===== src/rtl/mem_responder_if.sv =====
// mem_responder_if: datapath-to-memory request/response bundle.
interface mem_responder_if;
   logic        memread;
   logic        memwrite;
   logic        ifetch;
   logic [15:0] addr;
   logic [15:0] writedata;
   logic [15:0] readdata;
   logic [15:0] instruction;
   logic        ready;
   logic        addrerr;
   logic        busy;
   modport master (output memread, memwrite, ifetch, addr, writedata,
                   input readdata, instruction, ready, addrerr, busy);
   modport slave (input memread, memwrite, ifetch, addr, writedata,
                  output readdata, instruction, ready, addrerr, busy);
endinterface


===== src/rtl/mem_responder.sv =====
// mem_responder: word-organised unified memory answering after LATENCY wait states.
module mem_responder #(
   parameter int DEPTH   = 256,
   parameter int LATENCY = 2
) (
   input logic             clk,
   input logic             reset,
   mem_responder_if.slave  bus
);
   localparam int AW = $clog2(DEPTH);
   typedef enum logic [1:0] {S_IDLE, S_WAIT, S_DONE} state_t;
   state_t        state;
   logic [3:0]    cnt;
   logic [15:0]   a_q;
   logic [15:0]   wd_q;
   logic          wr_q;
   logic          rd_q;
   logic          if_q;
   logic [AW-1:0] idx;
   logic          err;
   logic          fire;
   logic [15:0]   rdval;
   logic [15:0]   mem [DEPTH];
   assign idx   = a_q[AW:1];
   assign err   = a_q[0] | ({1'b0, a_q[15:1]} >= 16'(DEPTH));
   assign fire  = (state == S_WAIT) && (cnt == 4'd0);
   // write-first: a combined read/write returns the data being written
   assign rdval = wr_q ? wd_q : mem[idx];
   always_ff @(posedge clk)
      if (fire && wr_q && !err) mem[idx] <= wd_q;
   always_ff @(posedge clk or posedge reset)
      if (reset) begin
         state           <= S_IDLE;
         cnt             <= 4'd0;
         a_q             <= 16'd0;
         wd_q            <= 16'd0;
         wr_q            <= 1'b0;
         rd_q            <= 1'b0;
         if_q            <= 1'b0;
         bus.readdata    <= 16'd0;
         bus.instruction <= 16'd0;
         bus.ready       <= 1'b0;
         bus.addrerr     <= 1'b0;
         bus.busy        <= 1'b0;
      end else begin
         bus.ready   <= 1'b0;
         bus.addrerr <= 1'b0;
         case (state)
            S_IDLE:
               if (bus.memread || bus.memwrite) begin
                  a_q      <= bus.addr;
                  wd_q     <= bus.writedata;
                  wr_q     <= bus.memwrite;
                  rd_q     <= bus.memread;
                  if_q     <= bus.ifetch;
                  cnt      <= 4'(LATENCY - 1);
                  state    <= S_WAIT;
                  bus.busy <= 1'b1;
               end
            S_WAIT:
               if (cnt != 4'd0) cnt <= cnt - 4'd1;
               else begin
                  state       <= S_DONE;
                  bus.ready   <= 1'b1;
                  bus.addrerr <= err;
                  if (rd_q && !err && if_q) bus.instruction <= rdval;
                  if (rd_q && !err && !if_q) bus.readdata <= rdval;
               end
            S_DONE: begin
               state    <= S_IDLE;
               bus.busy <= 1'b0;
            end
            default: state <= S_IDLE;
         endcase
      end
endmodule


===== src/flat_wrapper.sv =====
// flat-port wrapper written by rule: the top's interface ports become plain ports
module mem_responder_flat 
#(
   parameter int DEPTH   = 256,
   parameter int LATENCY = 2
)
  (clk, reset, bus_memread, bus_memwrite, bus_ifetch, bus_addr, bus_writedata, bus_readdata, bus_instruction, bus_ready, bus_addrerr, bus_busy);
  mem_responder_if bus_i ();
  input logic clk;
  input logic reset;
  input wire logic [$bits(bus_i.memread)-1:0] bus_memread;
  input wire logic [$bits(bus_i.memwrite)-1:0] bus_memwrite;
  input wire logic [$bits(bus_i.ifetch)-1:0] bus_ifetch;
  input wire logic [$bits(bus_i.addr)-1:0] bus_addr;
  input wire logic [$bits(bus_i.writedata)-1:0] bus_writedata;
  output wire logic [$bits(bus_i.readdata)-1:0] bus_readdata;
  output wire logic [$bits(bus_i.instruction)-1:0] bus_instruction;
  output wire logic [$bits(bus_i.ready)-1:0] bus_ready;
  output wire logic [$bits(bus_i.addrerr)-1:0] bus_addrerr;
  output wire logic [$bits(bus_i.busy)-1:0] bus_busy;
  assign bus_i.memread = bus_memread;
  assign bus_i.memwrite = bus_memwrite;
  assign bus_i.ifetch = bus_ifetch;
  assign bus_i.addr = bus_addr;
  assign bus_i.writedata = bus_writedata;
  assign bus_readdata = bus_i.readdata;
  assign bus_instruction = bus_i.instruction;
  assign bus_ready = bus_i.ready;
  assign bus_addrerr = bus_i.addrerr;
  assign bus_busy = bus_i.busy;
  mem_responder #(.DEPTH(DEPTH), .LATENCY(LATENCY)) u_core (.clk(clk), .reset(reset), .bus(bus_i));
endmodule

===== config.mk =====
export PLATFORM = sky130hd
export DESIGN_NAME = mem_responder_flat
export DESIGN_NICKNAME = d
export VERILOG_FILES = /design/src/rtl/mem_responder_if.sv /design/src/rtl/mem_responder.sv /design/src/flat_wrapper.sv
export SDC_FILE = /design/constraint.sdc
export NUM_CORES = 2
export LEC_CHECK = 0
export ABC_AREA = 1
export CORE_ASPECT_RATIO = 0.6
export CORE_UTILIZATION = 30
export CTS_CLUSTER_DIAMETER = 60
export DETAILED_ROUTE_END_ITERATION = 8
export HOLD_SLACK_MARGIN = 0.02
export SLEW_MARGIN = 5
export SYNTH_ARGS = -nofsm -noshare
export SYNTH_HDL_FRONTEND = slang
export SYNTH_SLANG_ARGS = --single-unit

===== constraint.sdc =====
create_clock -name clk -period 6.4 [get_ports clk]
set_input_delay 1.92 -clock clk [delete_from_list [all_inputs] [get_ports clk]]
set_output_delay 1.92 -clock clk [all_outputs]
set_load 0.02 [all_outputs]

==> results.py <==
metrics = {
    "clocking": {
        "cts_resized": 0,
        "insertion_delay_ns": 0.95,
        "cts_sinks": 4172,
        "cts_buffers": 354,
        "clk_path_buf_depth": 4,
        "h-tree-depth": 5,
        "hold_buffers": 0,
        "cts.reportedPaths.clkPinSlew_ns": 0.07,
        "cts_setup_buffers": 0,
        "cts-root-buf": "clkbuf_16",
        "cts_tree": "yes",
    },
    "finish": {
        "final_cell_mix": "8217 x nand2_1, 4096 x edfxtp_1, 761 x nor2_1, 433 x buf_4, 359 x clkbuf_16",
        "drive_gt1_share_pct": 6.843,
        "nNetsFinal": 15160,
        "syn_to_final_growth_pct": 13.42,
        "final-instance-count-excl-fill": 22790,
        "mostFrequentLayoutCell": "nand2_1",
        "final_area_mm2": 0.1903,
        "fillers": 54590,
    },
    "synthesis": {
        "synth.avg_cell_area_um2": 11.21,
        "synth_area_mm2": 0.1677,
        "synth_top_family_by_area": "simple AND/OR/NAND/NOR gates",
        "synth.distinct_cells": 27,
        "ys_ff_latch": 4172,
        "ys_seq_area_share_pct": 74.46,
        "synth_fp_nets": 15000,
        "ys_warn_count": 0,
        "synthCells": 14960,
        "synthAdderAreaFrac_pct": 0.007459,
        "muxShareOfSynthArea_pct": 0,
        "synthSimpleGateAreaFrac_pct": 21.91,
        "synth_compound_area_share_pct": 1.408,
        "synth-xor-area-share_pct": 0.01044,
    },
    "global_route": {
        "grt_pass1_vias": 101100,
        "grt_overflow": 0,
        "antenna_found_initial": 30,
        "grt_usage_pct": 18.09,
        "grt_max_degree": 182,
        "grt_pass1_wl_mm": 753.5,
    },
    "worst_hold_path": {
        "worstHoldEndpoint": "u_core.a_q[14]",
        "holdCritPathClass": "register to register",
        "holdPathStages": 2,
        "min_from": "u_core.a_q[14]",
    },
    "detailed_routing": {
        "drcViolationCount": 0,
        "routedWlPerCell_um": 23.23,
        "vias": 112200,
        "wl_mm": 529.3,
        "via_per_inst": 4.924,
        "first_pass_iters": 6,
        "antenna_left": 0,
        "initialDrtViolationCount": 17050,
    },
    "timing": {
        "setup_viol": 0,
        "post-route-min-period_ns": 5.350,
        "worst_pin_slew_ns": 1.415,
        "finalHoldViolCount": 0,
        "rsz0062_at_grt": "no",
        "slew_headroom_pct": 5.664,
        "fin_skew_ns": 0.09491,
        "setup_tns_ns": 0,
        "fin_crit_sh_pct": 83.60,
        "max_freq_mhz": 186.9,
        "finalWorstSetupSlack_ns": 1.050,
        "drv_slew": 0,
    },
    "critical_path": {
        "r2r_end": "u_core.bus.instruction[0]",
        "cp-end-kind": "register",
        "max_stage_delay_ns": 0.92,
        "startpoint": "u_core.a_q[1]",
        "critical_path.cell_chain": "inv_16 -> buf_12 -> nand2_1 -> nand2_1 -> nand2_1 -> nand2_1 -> nand2_1 -> nand2_1 -> nor2_1 -> nor2_1 -> nor2_1 -> nand2_1 -> nand2_1 -> nand2_1 -> nor2_1 -> nand2_1 -> nand3_1 -> nand2_1",
        "r2r-start": "u_core.a_q[1]",
        "critPathSlowestCell": "dfrtp_4",
        "worstPathArrival_ns": 6.19,
        "r2r_cells": 18,
        "crit_family": "simple AND/OR/NAND/NOR gates",
        "start_kind": "register",
        "required_ns": 7.24,
        "path_buf_inv": 2,
        "reg2reg_slack_ns": 1.05,
        "crit_top_cell": "nand2_1",
        "path_max_fanout": 148,
        "path_class": "register to register",
    },
    "floorplanning": {
        "core_mm2": 0.5562,
        "die_h_um": 581.2,
        "die_area_mm2": 0.5622,
        "dieWidth_um": 967.4,
        "initial_core_util_pct": 30.16,
        "ios": 72,
        "row_count": 212,
    },
    "power": {
        "power.leakage_nw": 71.32,
        "peakVddDrop_v": 0.0004456,
        "power_density_mw_per_mm2": 463.5,
    },
    "place": {
        "dp_hpwl_mm": 309.5,
        "gp_congestion": 0.9145,
        "dp.cells": 22150,
        "post-place-ws_ns": 1.441,
        "io_buffer_count": 71,
        "place_area_mm2": 0.1790,
    },
    "status": {
        "outcome": "completed",
    },
    "job": {
        "drv_cap": 0,
    },
}
-- synth_stat cells, drive strengths merged --
cell    count  area share [%]
nand4     303             1.1
dfrtp      76             1.1
clkbuf    225            0.50
clkinv      2          0.0045
nand3     191            0.57
nor4        2          0.0075
a21oi     175            0.52
nand2    8234              18
o21ai     261            0.78
nor2      779             1.8
buf       542             1.6
xor2        1          0.0052
xnor2       1          0.0052
inv        41           0.095
edfxtp   4096              73
a22oi      24            0.11
nor3        4           0.012
or2         1          0.0037
ha          1          0.0075
-- per-stage QoR --
stage	util (%)	power (mW)	hold slack, ns
5_1_grt	34.20	91.44	0.5301
2_1_floorplan	-	52.05	0.4492
6_report	34.20	88.18	0.4896
3_3_place_gp	32.17	65.76	0.4657
3_5_place_dp	32.17	65.92	0.4702
4_1_cts	34.20	87.54	0.4883
-- layer usage --
| metal | vias to the layer above | share of wire (%) | track usage (%) |
|---|---|---|---|
| li1 | 50290 | - | - |
| met1 | 54740 | 44 | 28.15 |
| met2 | 6517 | 39 | 24.16 |
| met3 | 665 | 14 | 5.733 |
| met4 | 6 | 2.4 | 4.072 |
| met5 | - | 0.0076 | 0 |
-- cell families after synthesis --
| group | Yosys count |
|---|---|
| compound gates | 460 |
| xor+xnor | 2 |
| flops | 4172 |
| buf+inv | 810 |
| simple gates | 9514 |
| fa+ha+maj | 1 |
-- layout make-up --
class | instances | area [um^2] | share of cell area [%]
Antenna cell | 5 | 12.51 | 0.006576
Clock buffer | 425 | 9261 | 4.868
Clock inverter | 212 | 2002 | 1.052
Inverter | 43 | 210.2 | 0.1105
Multi-Input combinational cell | 9977 | 39230 | 20.62
Sequential cell | 4172 | 125000 | 65.68
Tap cell | 7383 | 9238 | 4.855
Timing Repair Buffer | 573 | 5338 | 2.805
-- sequential cells by signal, indices dropped and copies added (netlist names), 2 cells and up --
| register | flops |
|---|---|
| u_core.a_q | 16 |
| u_core.bus.instruction | 16 |
| u_core.bus.readdata | 16 |
| u_core.cnt | 4 |
| u_core.mem | 4096 |
| u_core.state | 2 |
| u_core.wd_q | 16 |
-- worst min-delay path, cell delays in order, from the launching register on --
cell and delay (ns):
dfrtp_1 0.35, nand2_1 0.05, nand2_1 0.06
-- power by group --
| part | internal, mW | switching [mW] |
|---|---|---|
| Sequential | 34.0 | 1.34 |
| Clock | 11.8 | 10.2 |
| Combinational | 6.34 | 24.5 |
-- how the worst max path moves through the flow --
stage	to	slack [ns]	cells after the start
2_1_floorplan	u_core.mem[0][0]	2.40	0
3_3_place_gp	u_core.bus.readdata[0]	1.40	19
3_5_place_dp	u_core.mem[136][10]	1.44	10
4_1_cts	u_core.mem[136][5]	1.44	10
5_1_grt	u_core.bus.readdata[0]	1.07	18
6_report	u_core.bus.instruction[0]	1.05	18
Note: power is estimated with default switching activity, not from simulation.
